`config.mk`:
```
export PLATFORM = sky130hd
export DESIGN_NAME = galois_lfsr_stream_flat
export DESIGN_NICKNAME = d
export VERILOG_FILES = /design/src/rtl/galois_lfsr_stream_if.sv /design/src/rtl/galois_lfsr_stream.sv /design/src/flat_wrapper.sv
export SDC_FILE = /design/constraint.sdc
export NUM_CORES = 1
export LEC_CHECK = 0
export BUFFER_PORTS_ARGS = -buffer_cell sky130_fd_sc_hd__buf_2
export CELL_PAD_IN_SITES_DETAIL_PLACEMENT = 1
export CELL_PAD_IN_SITES_GLOBAL_PLACEMENT = 1
export CORE_MARGIN = 5
export CORE_UTILIZATION = 40
export CTS_CLUSTER_DIAMETER = 200
export DETAILED_ROUTE_END_ITERATION = 12
export PLACE_DENSITY = 0.77
export RECOVER_POWER = 100
export SYNTH_ARGS = -nofsm -noshare
export SYNTH_HDL_FRONTEND = slang
export SYNTH_SLANG_ARGS = --single-unit
```
`constraint.sdc`:
```
create_clock -name clk -period 2.9 [get_ports clk]
set_clock_uncertainty 0.1 [all_clocks]
set_input_delay 0.29 -clock clk [delete_from_list [all_inputs] [get_ports clk]]
set_output_delay 0.29 -clock clk [all_outputs]
set_load 0.005 [all_outputs]
```
`src/rtl/galois_lfsr_stream_if.sv`:
```
// Word-stream bundle for galois_lfsr_stream: control strobes in, LFSR word plus status out.
// The master side drives the requests and the slave side produces the stream.
interface galois_lfsr_stream_if #(
    parameter int WIDTH = 8
);
    logic             en;
    logic             load;
    logic [WIDTH-1:0] load_seed;
    logic             out_ready;
    logic             out_valid;
    logic [WIDTH-1:0] out_data;
    logic             wrap;
    logic [WIDTH-1:0] period;
    logic             lockup_err;

    modport slave (
        input  en, load, load_seed, out_ready,
        output out_valid, out_data, wrap, period, lockup_err
    );

    modport master (
        output en, load, load_seed, out_ready,
        input  out_valid, out_data, wrap, period, lockup_err
    );
endinterface

```
`src/rtl/galois_lfsr_stream.sv`:
```
// Galois LFSR word source with valid/ready backpressure, guarded seed loading
// and period measurement against the last applied seed.
module galois_lfsr_stream #(
    parameter int               WIDTH = 8,
    parameter logic [WIDTH-1:0] TAPS  = 8'h71,
    parameter logic [WIDTH-1:0] SEED  = 8'hE1,
    parameter int               STEP  = 1
) (
    input  logic                   clk,
    input  logic                   rst_n,
    galois_lfsr_stream_if.slave    bus
);

    localparam logic [WIDTH-1:0] ONE = {{(WIDTH-1){1'b0}}, 1'b1};

    logic [WIDTH-1:0] state_q, state_d;
    logic [WIDTH-1:0] ref_seed_q, ref_seed_d;
    logic [WIDTH-1:0] cnt_q, cnt_d;
    logic [WIDTH-1:0] period_q, period_d;
    logic             out_valid_q, out_valid_d;
    logic             wrap_q, wrap_d;
    logic             lockup_err_q, lockup_err_d;

    logic [WIDTH-1:0] stepped;
    logic [WIDTH-1:0] safe_seed;
    logic             adv;

    function automatic logic [WIDTH-1:0] lfsrShift(input logic [WIDTH-1:0] s);
        return {s[WIDTH-2:0], 1'b0} ^ (s[WIDTH-1] ? TAPS : {WIDTH{1'b0}});
    endfunction

    always_comb begin
        stepped = state_q;
        for (int i = 0; i < STEP; i++) begin
            stepped = lfsrShift(stepped);
        end
    end

    // An all-zero seed would freeze the register forever, so it is swapped for SEED.
    assign safe_seed = (bus.load_seed == {WIDTH{1'b0}}) ? SEED : bus.load_seed;
    assign adv       = bus.en & ~bus.load & (bus.out_ready | ~out_valid_q);

    always_comb begin
        state_d      = state_q;
        ref_seed_d   = ref_seed_q;
        cnt_d        = cnt_q;
        period_d     = period_q;
        out_valid_d  = out_valid_q;
        wrap_d       = 1'b0;
        lockup_err_d = 1'b0;
        if (bus.load) begin
            state_d      = safe_seed;
            ref_seed_d   = safe_seed;
            cnt_d        = {WIDTH{1'b0}};
            out_valid_d  = 1'b0;
            lockup_err_d = (bus.load_seed == {WIDTH{1'b0}});
        end else if (adv) begin
            state_d     = stepped;
            out_valid_d = 1'b1;
            if (stepped == ref_seed_q) begin
                wrap_d   = 1'b1;
                period_d = cnt_q + ONE;
                cnt_d    = {WIDTH{1'b0}};
            end else begin
                cnt_d = cnt_q + ONE;
            end
        end else if (bus.out_ready) begin
            out_valid_d = 1'b0;
        end
    end

    always_ff @(posedge clk) begin
        if (!rst_n) begin
            state_q      <= SEED;
            ref_seed_q   <= SEED;
            cnt_q        <= {WIDTH{1'b0}};
            period_q     <= {WIDTH{1'b0}};
            out_valid_q  <= 1'b0;
            wrap_q       <= 1'b0;
            lockup_err_q <= 1'b0;
        end else begin
            state_q      <= state_d;
            ref_seed_q   <= ref_seed_d;
            cnt_q        <= cnt_d;
            period_q     <= period_d;
            out_valid_q  <= out_valid_d;
            wrap_q       <= wrap_d;
            lockup_err_q <= lockup_err_d;
        end
    end

    assign bus.out_data   = state_q;
    assign bus.out_valid  = out_valid_q;
    assign bus.wrap       = wrap_q;
    assign bus.period     = period_q;
    assign bus.lockup_err = lockup_err_q;

endmodule

```
`src/flat_wrapper.sv`:
```
// flat-port wrapper written by rule: the top's interface ports become plain ports
module galois_lfsr_stream_flat 
#(
    parameter int               WIDTH = 8,
    parameter logic [WIDTH-1:0] TAPS  = 8'h71,
    parameter logic [WIDTH-1:0] SEED  = 8'hE1,
    parameter int               STEP  = 1
)
  (clk, rst_n, bus_en, bus_load, bus_load_seed, bus_out_ready, bus_out_valid, bus_out_data, bus_wrap, bus_period, bus_lockup_err);
  galois_lfsr_stream_if #(.WIDTH(WIDTH)) bus_i ();
  input  logic clk;
  input  logic rst_n;
  input wire logic [$bits(bus_i.en)-1:0] bus_en;
  input wire logic [$bits(bus_i.load)-1:0] bus_load;
  input wire logic [$bits(bus_i.load_seed)-1:0] bus_load_seed;
  input wire logic [$bits(bus_i.out_ready)-1:0] bus_out_ready;
  output wire logic [$bits(bus_i.out_valid)-1:0] bus_out_valid;
  output wire logic [$bits(bus_i.out_data)-1:0] bus_out_data;
  output wire logic [$bits(bus_i.wrap)-1:0] bus_wrap;
  output wire logic [$bits(bus_i.period)-1:0] bus_period;
  output wire logic [$bits(bus_i.lockup_err)-1:0] bus_lockup_err;
  assign bus_i.en = bus_en;
  assign bus_i.load = bus_load;
  assign bus_i.load_seed = bus_load_seed;
  assign bus_i.out_ready = bus_out_ready;
  assign bus_out_valid = bus_i.out_valid;
  assign bus_out_data = bus_i.out_data;
  assign bus_wrap = bus_i.wrap;
  assign bus_period = bus_i.period;
  assign bus_lockup_err = bus_i.lockup_err;
  galois_lfsr_stream #(.WIDTH(WIDTH), .TAPS(TAPS), .SEED(SEED), .STEP(STEP)) u_core (.clk(clk), .rst_n(rst_n), .bus(bus_i));
endmodule
```
; Word-level counts from Yosys, hierarchy flattened
; Index checks and enable logic that the tools add are counted.
[word_totals]
ff_bits = 35
latch_bits = 0
ram_bits = 0
mem_bits_ro = 0
input_bits = 13
out_inout_bits = 19
word_cells = 32
memories = 0
[op_classes]
add_sub_neg = 1
mul = 0
div = 0
order_cmp = 0
eq_ne = 1
shift = 0
mux = 8
bitwise = 8
n_reduce_logical = 7
[ops]
columns = operator, n
row1 = 8-bit two-way mux, 4
row2 = "8-bit by 1-bit adder with 8-bit output, second input constant", 1
row3 = 8-bit equality test, 1
row4 = 8-bit logical NOT, 1
row5 = 8-bit XOR, 1
row6 = 7-bit two-way mux, 1
row7 = 1-bit NOT, 4
row8 = 2-bit nonzero test, 2
row9 = 1-bit two-way mux, 3
row10 = 3-bit AND reduction, 1
row11 = 3-bit OR reduction, 1
row12 = 1-bit bitwise AND, 2
row13 = 2-bit AND reduction, 1
row14 = 2-bit OR reduction, 1
row15 = 1-bit OR, 1

; Depth between registers and ports, before layout
; Gate-level depths: netlist of run 1.
[depth]
word_depth = 5
mapped_depth = 6
depth_no_buf = 5

; Least setup slack after synthesis of run 1
; OpenSTA, ideal clock, no wires.
[synth_path]
kind = reg2reg
startpoint = register u_core.state_q[5] (netlist: u_core.bus.out_data[5])
endpoint = register u_core.period_q[0] (netlist: u_core.bus.period[0])
setup_time_ns = 0.070
arrival_ns = 1.383
t_required_ns = 2.730
setup_slack_ns = 1.346
stages_incl_launch_ff = 6
n_path_buf = 0
synth_period_minus_slack_ns = 1.554
path_cell_list = dfxtp_1 -> xnor2_2 -> nor4b_4 -> o211ai_2 -> or3_1 -> a21oi_1
[synth_via]
elab_chain_len = 3
[synth_lines]
columns = item, line_no
row1 = "start, declared", galois_lfsr_stream.sv:16  ; logic [WIDTH-1:0] state_q, state_d;
row2 = "start signal, assigned", galois_lfsr_stream.sv:82  ; state_q <= state_d;
row3 = 8-bit XOR, galois_lfsr_stream.sv:29  ; return {s[WIDTH-2:0], 1'b0} ^ (s[WIDTH-1] ? TAPS : {WIDTH{1'b0}});
row4 = 8-bit equality test, galois_lfsr_stream.sv:60  ; if (stepped == ref_seed_q) begin
row5 = 3-bit AND reduction (no line), --
row6 = "end signal, assigned", galois_lfsr_stream.sv:77  ; period_q <= {WIDTH{1'b0}};
row7 = "end signal, assigned", galois_lfsr_stream.sv:85  ; period_q <= period_d;
row8 = "end, declared", galois_lfsr_stream.sv:19  ; logic [WIDTH-1:0] period_q, period_d;
; No other way between the ends.
; A chain may end at the register's enable or synchronous reset.

; Final worst setup path of run 1
[layout_path]
startpoint = register u_core.out_valid_q (netlist: u_core.bus.out_valid)
endpoint = register u_core.period_q[3] (netlist: u_core.bus.period[3])
[layout_via]
elab_chain_len = 4
[layout_lines]
columns = item, line_no
row1 = "start, declared", galois_lfsr_stream.sv:20  ; logic out_valid_q, out_valid_d;
row2 = "start signal, assigned", galois_lfsr_stream.sv:86  ; out_valid_q <= out_valid_d;
row3 = 1-bit NOT, galois_lfsr_stream.sv:41  ; assign adv = bus.en & ~bus.load & (bus.out_ready | ~out_valid_q);
row4 = 1-bit OR, galois_lfsr_stream.sv:41
row5 = 1-bit bitwise AND, galois_lfsr_stream.sv:41
row6 = 3-bit AND reduction (no line), --
; No other way between the ends.

==> metrics, run 1 <==
critical path class=reg -> reg; H-Tree Depth=2; setup TNS=0 ns; die span in y=73.1 microns; Crit-path slowest cell=and2_0; Sw Share=0.258; Seq pwr share=0.507; post-route ant nets=0; CTS tree=done; initial core utilization=0.407; DP HPWL=about 3.2 mm; Slew @ Worst Pin=0.713 ns; Max-cap violations=0; WHS Path Cells=3; P_int=767 uW; largest net degree at the start of global routing=21; crit path time final=2.08 ns; CTS root buf=clkbuf_8; crit path from=u_core.bus.out_valid; Bufs on Longest Clock Path=2; slowest stage delay, CP=roughly 0.59 ns; IO Port Bufs=31; initial antenna violation count=0; Pwr per Cell Area=553 nW/um^2; gpl congestion=approximately 0.78; routed via count=1,440; DR pass1 iterations=4; Syn Inst Count=182; total global routing overflow=0; Hold Path Origin=bus_en; WP depth=5; Ports=32; Clock Power Share=0.373; Routed Wire Length=4.15 mm; R2R Path Start=u_core.bus.out_valid; FP Rows=23; post-DR vias/cell=between 5 and 6; relative slew slack=0.524; Min-Delay Path Class=in -> reg; final-report hold violation count=0; Diodes inserted=0; layout cell share with drive strength beyond 1=0.162; Worst R2R Path Depth=5; Cell Chain, Critical Path=nand2b_1 > and2_0 > o211ai_1 > nor2_1 > a211oi_1; Max VDD drop=between 0.2 and 0.3 mV; Total Power=1030 uW; Mapped Area=~1600 sq um; Die Wd=73.1 microns; first-pass GRT wire length=7.10 mm; Final Non-Filler Cells=266; core footprint=3910 sq um; number of synthesis warnings=0; CP max FO=14; register area share after synthesis=0.440; P&R area growth vs syn=17.4%; Worst setup SP type=register; Cell variety after synth=33; CTS sink count=35; syn avg cell area=roughly 9 sq um; family with the most delay on the worst path=simple AND/OR/NAND/NOR gates; Clock Latency Late Sink=0.29 ns; crit path DAT=2.13 ns; Final Cycle Share=0.718; vias in the first global route=1,531; Num CTS Buffers=5; Post-CTS Resized=0; Comb power frac=0.120; final count of negative-setup-slack endpoints=0; Leakage=0.000742 uW; hold-fix buffers at CTS=0; RSZ-0062 raised after global routing=no; area of the die=5340 sq um; Tot GR Track Use=0.171; Worst Setup End Kind=register; flops & latches, synth=35; DRT iter0 DRCs=53; Residual DRC=0; placed insts=258; Syn Nets=a little under 200; Slew Viols, Final=0; NetSw=between 200 and 300 uW; Worst EP required=2.94 ns; WL per Instance=roughly 16 microns; CP bufs+invs=0; Post-layout nets=229; setup bufs post-CTS=0; Max Clock Freq=480 MHz; outcome=finished, final reports clean; clock slew at reported path FFs=0.07 ns
layer usage:
metal  global-route usage  up-vias  wire length, microns
met5                    0        -                     0
met4               0.0553        0                    72
met3               0.0468       10                   206
met2                0.303       28                  2120
met1                0.197      699                  1750
li1                     -      703                     -
cells in the mapped netlist (all sizes together):
library cell | instances | area [sq um]
nor2 | 11 | 41.3
a211oi | 8 | 60.1
nor2b | 2 | 12.5
clkinv | 1 | 3.75
o21a | 4 | 30.0
nand2b | 1 | 6.26
buf | 2 | 10.0
inv | 7 | 26.3
clkbuf | 3 | 11.3
o31ai | 2 | 15.0
o21ai | 23 | 119
and3 | 2 | 12.5
mux2i | 5 | 50.1
a21oi | 14 | 70.1
ha | 1 | 12.5
nor4 | 3 | 33.8
nand2 | 24 | 90.1
xor2 | 10 | 87.6
o211a | 1 | 10.0
xnor2 | 8 | 77.6
nor3 | 5 | 30.0
o211ai | 2 | 20.0
dfxtp | 35 | 701
or3 | 1 | 6.26
nor4b | 1 | 23.8
and2 | 1 | 6.26
nand3 | 5 | 25.0
registers in the layout, indices dropped and copies added (netlist names):
signal / cells
u_core.bus.period: 8
u_core.bus.out_data: 8
u_core.ref_seed_q: 8
u_core.bus.lockup_err: 1
u_core.bus.wrap: 1
u_core.cnt_q: 8
u_core.bus.out_valid: 1
worst register-to-register path, stage by stage (launching register included):
cell and delay, ns:
dfxtp_1 0.31, nand2b_1 0.09, and2_0 0.59, o211ai_1 0.38, nor2_1 0.34, a211oi_1 0.13
kinds of logic (layout without fill, tap and decap cells):
| kind of cell | after synthesis | count (layout) | synth area share |
|---|---|---|---|
| multiplexers | 5 | 5 | 0.0314 |
| flip-flops | 35 | 35 | 0.440 |
| XOR/XNOR | 18 | 18 | 0.104 |
| adder cells (fa/ha/maj) | 1 | 1 | 0.00786 |
| AND/OR/NAND/NOR | 56 | 56 | 0.181 |
| buffers and inverters | 13 | 47 | 0.0322 |
| AO/OA/AOI/OAI | 54 | 54 | 0.204 |
metrics by stage:
stage          area (sq um)  hold slack [ns]  setup WS (ns)   util
6_report               1870            0.162          0.817  0.477
5_1_grt                1870            0.167          0.626  0.477
4_1_cts                1890            0.158          0.912  0.482
3_5_place_dp           1790            0.366          0.805  0.457
3_3_place_gp           1790            0.358          0.923  0.457
2_1_floorplan          1590            0.319           1.35      -
worst paths after layout:
kind	endpoint	slack, ns
min	u_core.bus.out_valid	0.16
min reg2reg	u_core.ref_seed_q[7]	0.37
max reg2reg	u_core.bus.period[3]	0.82
max	u_core.bus.period[3]	0.82
cell usage in the layout (no fill, tap or decap), types with 2 or more instances in the layout:
cell type  count
a211oi_1       8
a21oi_1       14
and3_1         2
buf_2         23
clkbuf_1       9
clkbuf_8       7
dfxtp_1       35
inv_1          7
mux2i_1        5
nand2_1       24
nand3_1        5
nor2_1        11
nor2b_1        2
nor3_1         5
nor4_1         2
o211ai_1       2
o21a_1         4
o21ai_0       22
o31ai_1        2
xnor2_1        7
xor2_1        10
area by class of cell:
| cell class | count | area, sq um |
|---|---|---|
| Multi-Input combinational cell | 134 | 830 |
| Timing Repair Buffer | 31 | 145 |
| Tap cell | 50 | 62.6 |
| Sequential cell | 35 | 701 |
| Inverter | 8 | 30.0 |
| Fill cell | 502 | 2050 |
| Clock buffer | 8 | 100 |
power groups by stage:
| stage | registers, uW | clock network (uW) | logic, uW |
|---|---|---|---|
| 2_1_floorplan | 528 | 0 | 88.1 |
| 3_3_place_gp | 533 | 0 | 120 |
| 3_5_place_dp | 535 | 0 | 126 |
| 4_1_cts | 524 | 395 | 128 |
| 5_1_grt | 527 | 414 | 138 |
| 6_report | 524 | 385 | 124 |
No activity file was read; power rests on OpenSTA's default activity.
==> inputs of run 2 (changes only) <==
--- a/config.mk
+++ b/config.mk
@@ -5,14 +5,15 @@
 export SDC_FILE = /design/constraint.sdc
 export NUM_CORES = 1
 export LEC_CHECK = 0
+export ABC_AREA = 1
 export BUFFER_PORTS_ARGS = -buffer_cell sky130_fd_sc_hd__buf_2
 export CELL_PAD_IN_SITES_DETAIL_PLACEMENT = 1
 export CELL_PAD_IN_SITES_GLOBAL_PLACEMENT = 1
 export CORE_MARGIN = 5
-export CORE_UTILIZATION = 40
+export CORE_UTILIZATION = 38
 export CTS_CLUSTER_DIAMETER = 200
 export DETAILED_ROUTE_END_ITERATION = 12
-export PLACE_DENSITY = 0.77
+export PLACE_DENSITY = 0.76
 export RECOVER_POWER = 100
 export SYNTH_ARGS = -nofsm -noshare
 export SYNTH_HDL_FRONTEND = slang
==> constraint.sdc (replaced) <==
create_clock -name clk -period 2 [get_ports clk]
set_clock_uncertainty 0.1 [all_clocks]
set_input_delay 0.2 -clock clk [delete_from_list [all_inputs] [get_ports clk]]
set_output_delay 0.2 -clock clk [all_outputs]
set_load 0.005 [all_outputs]
==> run 2 against run 1 <==
Against the previous run:
- critical path depth increased by 4
- flip-flop and latch count unchanged
- clock power increased by 23%
- routed wire length increased by 15%
- global-route usage increased by 0.072 points
- first-iteration DRC count increased by 60%
- fmax increased by 22%
- synthesized cell count increased by 38%
- combinational power increased by 78%
- count of clock-buffer cells in the layout decreased by 2
- register-to-register slack got worse by 0.52 ns
- critical endpoint is now u_core.bus.period[0]
- largest cell class unchanged
==> metrics, run 2 <==
Crit-path slowest cell=dfxtp_1; CP bufs+invs=1; layout cell share with drive strength beyond 1=0.142; Synth area leaders=dfxtp_1 40%, nand2_1 15%, nor2_1 6.9%, inv_1 6.1%, nand3_1 4.6%; DR pass1 iterations=4; RSZ-0062 raised after global routing=no; top cell type's share of synthesized area=0.405; CP max FO=7; first-pass GRT wire length=8.37 mm; post-DR vias/cell=5.18; share of synthesized registers carrying an async set or reset=0; Sw Share=0.285; FP Rows=24; main flop type after synthesis=dfxtp_1; Worst Setup End Kind=register; Seq pwr share=0.519; P_int=roughly 1000 uW; Register Area=701 sq um; area of the die=6010 sq um; CTS tree=done; outcome=finished, final reports clean; Mapped Area=1730 sq um; CTS sink count=35; Slew @ Worst Pin=0.755 ns; crit path DAT=1.79 ns; CTS root buf=clkbuf_8; H-Tree Depth=2; IO Port Bufs=31; Syn Inst Count=about 250; Final Cycle Share=0.854; register area share after synthesis=0.405; hold-fix buffers at CTS=0; Cell variety after synth=29; Routed Wire Length=4.79 mm; Ports=32; gpl congestion=just over 0.8; slowest stage delay, CP=0.46 ns; Max Clock Freq=just under 600 MHz; die span in y=77.5 microns; largest net degree at the start of global routing=16; Syn Nets=266; Post-synth top cells=70 x nand2_1, 35 x dfxtp_1, 32 x nor2_1; area of the multi-input gates=891 sq um; Diodes inserted=0; Comb power frac=0.153; syn avg cell area=a little under 7 sq um; Residual DRC=0; crit path time final=between 1.5 and 2 ns; NetSw=just over 400 uW; fin worst setup slack=slightly below 0.3 ns; family with the most delay on the worst path=simple AND/OR/NAND/NOR gates; CP most frequent cell=nand2_1; final count of negative-setup-slack endpoints=0; share of the core filled with cells=0.459; number of flops mapped to enable cells by yosys=0; Leakage=0.000914 uW; DRT iter0 DRCs=85; vias in the first global route=1,827; most frequent cells in the layout=70 x nand2_1, 35 x dfxtp_1, 33 x nor2_1, 28 x inv_1, 24 x buf_2; critical path class=reg -> reg; Post-layout nets=303; flops & latches, synth=35; P&R area growth vs syn=16.3%; Worst setup SP type=register; clock slew at reported path FFs=0.07 ns; Num CTS Buffers=5; routed via count=approximately 1,800; initial core utilization=0.395; Clock Latency Late Sink=0.28 ns; number of synthesis warnings=0; total global routing overflow=0; WL per Instance=14.1 microns; Bufs on Longest Clock Path=2; final-report hold violation count=0; Slew Viols, Final=0; post-synth top area cell=dfxtp_1; Post-Place Worst Slack=0.305 ns; Cell Chain, Critical Path=inv_2 > nand2_1 > nand3_1 > nand2_1 > nand2_1 > nor2_1 > nand4_1 > nand2_1 > nor2_1; setup bufs post-CTS=0; commonest non-fill, non-tap cell in the layout=nand2_1; relative slew slack=0.497; Post-CTS Resized=0; Clock Power Share=0.328; initial antenna violation count=0; Pwr per Cell Area=717 nW/um^2; Tot GR Track Use=0.172; DP HPWL=3.71 mm; Min-Delay Path Class=in -> reg; core footprint=4380 sq um; fill cell count=approximately 600; Die Wd=77.5 microns; Max VDD drop=0.313 mV; Worst EP required=2.08 ns; WHS=0.0972 ns; Max-cap violations=0; setup TNS=0 ns; count leader, synth=nand2_1; post-route ant nets=0
==> run 2: per-stage QoR <==
stage	instance area (sq um)	instances	total power [uW]
floorplan	1730	252	910
global placement	1960	334	988
detailed placement	1960	334	992
CTS	2040	340	1470
global route	2010	340	1540
finish	2010	340	1440
==> run 2: final cells by class <==
cell class / instances / share of cell area
clock buffer: 6 / 0.0360
inverter: 30 / 0.0559
multi-input combinational: 181 / 0.442
sequential: 35 / 0.348
tap: 52 / 0.0323
timing repair buffer: 36 / 0.0857
==> run 2: routing by layer <==
metal  share of wire  track usage  vias to the layer above
met5               0            0                        -
met4           0.012       0.0533                        0
met3           0.039       0.0440                        6
met2            0.46        0.274                       28
met1            0.49        0.227                      842
li1                -            -                      885
==> run 2: logic make-up after synthesis <==
logic type | synth area share
compound gates | 0.108
xor+xnor | 0.0405
fa+ha+maj | 0.00722
buf+inv | 0.0795
flops | 0.405
simple gates | 0.361
==> run 2: worst reg2reg max path, cell delays in order, from the launching register on <==
cell	delay (ns)
dfxtp_1	0.46
inv_2	0.13
nand2_1	0.12
nand3_1	0.07
nand2_1	0.08
nand2_1	0.05
nor2_1	0.31
nand4_1	0.14
nand2_1	0.09
nor2_1	0.05
==> run 2: final timing paths <==
| path | start | cells after the start | slack, ns | to |
|---|---|---|---|---|
| worst min register to register | u_core.bus.period[4] | 2 | 0.38 | u_core.bus.period[4] |
| worst max register to register | u_core.bus.out_data[7] | 9 | 0.29 | u_core.bus.period[0] |
| worst max-delay path | u_core.bus.out_data[7] | 9 | 0.29 | u_core.bus.period[0] |
| worst min-delay path | bus_load_seed[7] | 4 | 0.1 | u_core.bus.lockup_err |
==> run 2: power groups by stage <==
| stage | sequential, uW | combinational, uW | clock (uW) |
|---|---|---|---|
| 6_report | 750 | 221 | 473 |
| 5_1_grt | 754 | 250 | 533 |
| 4_1_cts | 750 | 227 | 495 |
| 3_5_place_dp | 766 | 225 | 0 |
| 3_3_place_gp | 764 | 224 | 0 |
| 2_1_floorplan | 761 | 149 | 0 |
==> inputs of run 3 (changes only) <==
--- a/config.mk
+++ b/config.mk
@@ -10,10 +10,10 @@
 export CELL_PAD_IN_SITES_DETAIL_PLACEMENT = 1
 export CELL_PAD_IN_SITES_GLOBAL_PLACEMENT = 1
 export CORE_MARGIN = 5
-export CORE_UTILIZATION = 38
+export CORE_UTILIZATION = 40
 export CTS_CLUSTER_DIAMETER = 200
 export DETAILED_ROUTE_END_ITERATION = 12
-export PLACE_DENSITY = 0.76
+export PLACE_DENSITY = 0.8
 export RECOVER_POWER = 100
 export SYNTH_ARGS = -nofsm -noshare
 export SYNTH_HDL_FRONTEND = slang
==> constraint.sdc (replaced) <==
create_clock -name clk -period 2.1 [get_ports clk]
set_clock_uncertainty 0.1 [all_clocks]
set_input_delay 0.21 -clock clk [delete_from_list [all_inputs] [get_ports clk]]
set_output_delay 0.21 -clock clk [all_outputs]
set_load 0.005 [all_outputs]
==> run 3 against run 2 <==
Against the previous run:
- via count is 0.97% higher
- sequential share of layout area is 0.087 points higher
- final cell count is 0.29% lower
- clock power is 4.7% lower
- flip-flop and latch count stayed put
- fmax is 3.2% lower
- core utilization is 1.2 points higher
- routed wire length is 3.9% higher
- critical path depth is 1 lower
- non-clock buffer count is 1 lower
- worst hold slack better by 0.0037 ns
- largest cell class unchanged
- highest routed layer unchanged
==> metrics, run 3 (synthesis results as in run 2) <==
outcome=finished, final reports clean; total global routing overflow=0; first-pass GRT wire length=8.25 mm; Clock Power Share=0.327; P_int=~980 uW; family with the most delay on the worst path=simple AND/OR/NAND/NOR gates; slowest stage delay, CP=0.37 ns; Diodes inserted=0; Routed Wire Length=~5.0 mm; routed via count=1,778; largest net degree at the start of global routing=17; Post-layout nets=302; setup bufs post-CTS=0; Slew @ Worst Pin=0.614 ns; post-route ant nets=0; Clock Latency Late Sink=between 0.2 and 0.3 ns; Num CTS Buffers=5; DRT iter0 DRCs=a little over 80; critical path class=reg -> reg; Hold Path Origin=bus_load_seed[0]; Slew Viols, Final=0; CTS tree=done; DR pass1 iterations=4; Min-Delay Path Class=in -> reg; Comb power frac=0.155; Worst setup SP type=register; crit path DAT=roughly 1.8 ns; IO Port Bufs=31; Die Wd=between 70 and 80 microns; crit path from=u_core.bus.out_data[7]; Crit-path slowest cell=dfxtp_1; DP HPWL=3.71 mm; area of the die=5740 sq um; Leakage=approximately 0.00090 uW; relative slew slack=0.590; commonest non-fill, non-tap cell in the layout=nand2_1; Tot GR Track Use=0.191; share of the core filled with cells=0.471; Max VDD drop=between 0.4 and 0.5 mV; Cell Chain, Critical Path=inv_1 > nand2_1 > nand2_1 > nand2_1 > nor2_1 > nand4_1 > nor2_1 > nor2_1; FP Rows=24; Pwr per Cell Area=~690 nW/um^2; crit path time final=1.76 ns; Sw Share=0.287; layout cell share with drive strength beyond 1=0.125; NetSw=approximately 400 uW; Post-CTS Resized=0; Post-Place Worst Slack=0.427 ns; initial antenna violation count=0; Max-cap violations=0; CTS root buf=clkbuf_8; WL per Instance=approximately 15 microns; fin worst setup slack=0.335 ns; vias in the first global route=1,737; Seq pwr share=0.518; P&R area growth vs syn=16.0%; die span in y=75.8 microns; CP bufs+invs=1; post-DR vias/cell=5.24; H-Tree Depth=2; CTS sink count=35; Ports=32; RSZ-0062 raised after global routing=no; most frequent cells in the layout=70 x nand2_1, 35 x dfxtp_1, 32 x nor2_1, 29 x inv_1, 18 x buf_2; Bufs on Longest Clock Path=2; R2R Path Start=u_core.bus.out_data[7]; final-report hold violation count=0; Max Clock Freq=567 MHz; gpl congestion=0.795; core footprint=4260 sq um; Worst EP required=2.18 ns; initial core utilization=0.406; setup TNS=0 ns; Residual DRC=0; fill cell count=599; clock slew at reported path FFs=0.07 ns; CP max FO=7; final count of negative-setup-slack endpoints=0; Worst Setup End Kind=register; DP Area=1960 sq um; cell area after layout=2010 sq um; Final Cycle Share=0.840; hold-fix buffers at CTS=0
run 3: changes by cell type in the layout (fill, tap and decap cells not counted), sizes merged:
cell and delta:
clkbuf +4, buf -5
run 3: stage by stage:
| stage | std cells | total power [uW] | hold slack, ns |
|---|---|---|---|
| 2_1_floorplan | 252 | 866 | 0.223 |
| 3_3_place_gp | 333 | 939 | 0.362 |
| 3_5_place_dp | 333 | 944 | 0.368 |
| 4_1_cts | 339 | 1400 | 0.0907 |
| 5_1_grt | 339 | 1460 | 0.106 |
| 6_report | 339 | 1380 | 0.101 |
run 3: final cells by class:
| class | count | area (sq um) | share of cell area |
|---|---|---|---|
| clock buffer | 6 | 72.6 | 0.0361 |
| inverter | 30 | 113 | 0.0560 |
| multi-input combinational | 181 | 893 | 0.445 |
| sequential | 35 | 701 | 0.349 |
| tap | 52 | 65.1 | 0.0324 |
| timing repair buffer | 35 | 165 | 0.0822 |
run 3: power by group through the flow:
stage | sequential, uW | clock, uW | combinational, uW
floorplan | 725 | 0 | 142
global placement | 727 | 0 | 212
detailed placement | 729 | 0 | 216
CTS | 714 | 469 | 217
global route | 718 | 501 | 238
finish | 714 | 451 | 214
run 3: worst register-to-register path, delay by kind of cell, from the launching register on:
| family | cells | cell delay (ns) |
|---|---|---|
| buf+inv | 1 | 0.23 |
| flops | 1 | 0.37 |
| simple gates | 7 | 0.96 |
run 3: worst paths after layout:
path              cells after the start  slack (ns)               endpoint
setup / recovery                      8        0.34   u_core.bus.period[2]
hold / removal                        4        0.10  u_core.bus.lockup_err
setup reg to reg                      8        0.34   u_core.bus.period[2]
hold reg to reg                       2        0.38   u_core.ref_seed_q[2]
run 3: metal layers:
metal	vias to the layer above	global-route usage	routed length, microns
met4	0	0.0485	57
met5	-	0	0
li1	880	-	-
met1	849	0.260	2350
met2	43	0.300	2300
met3	6	0.0501	271
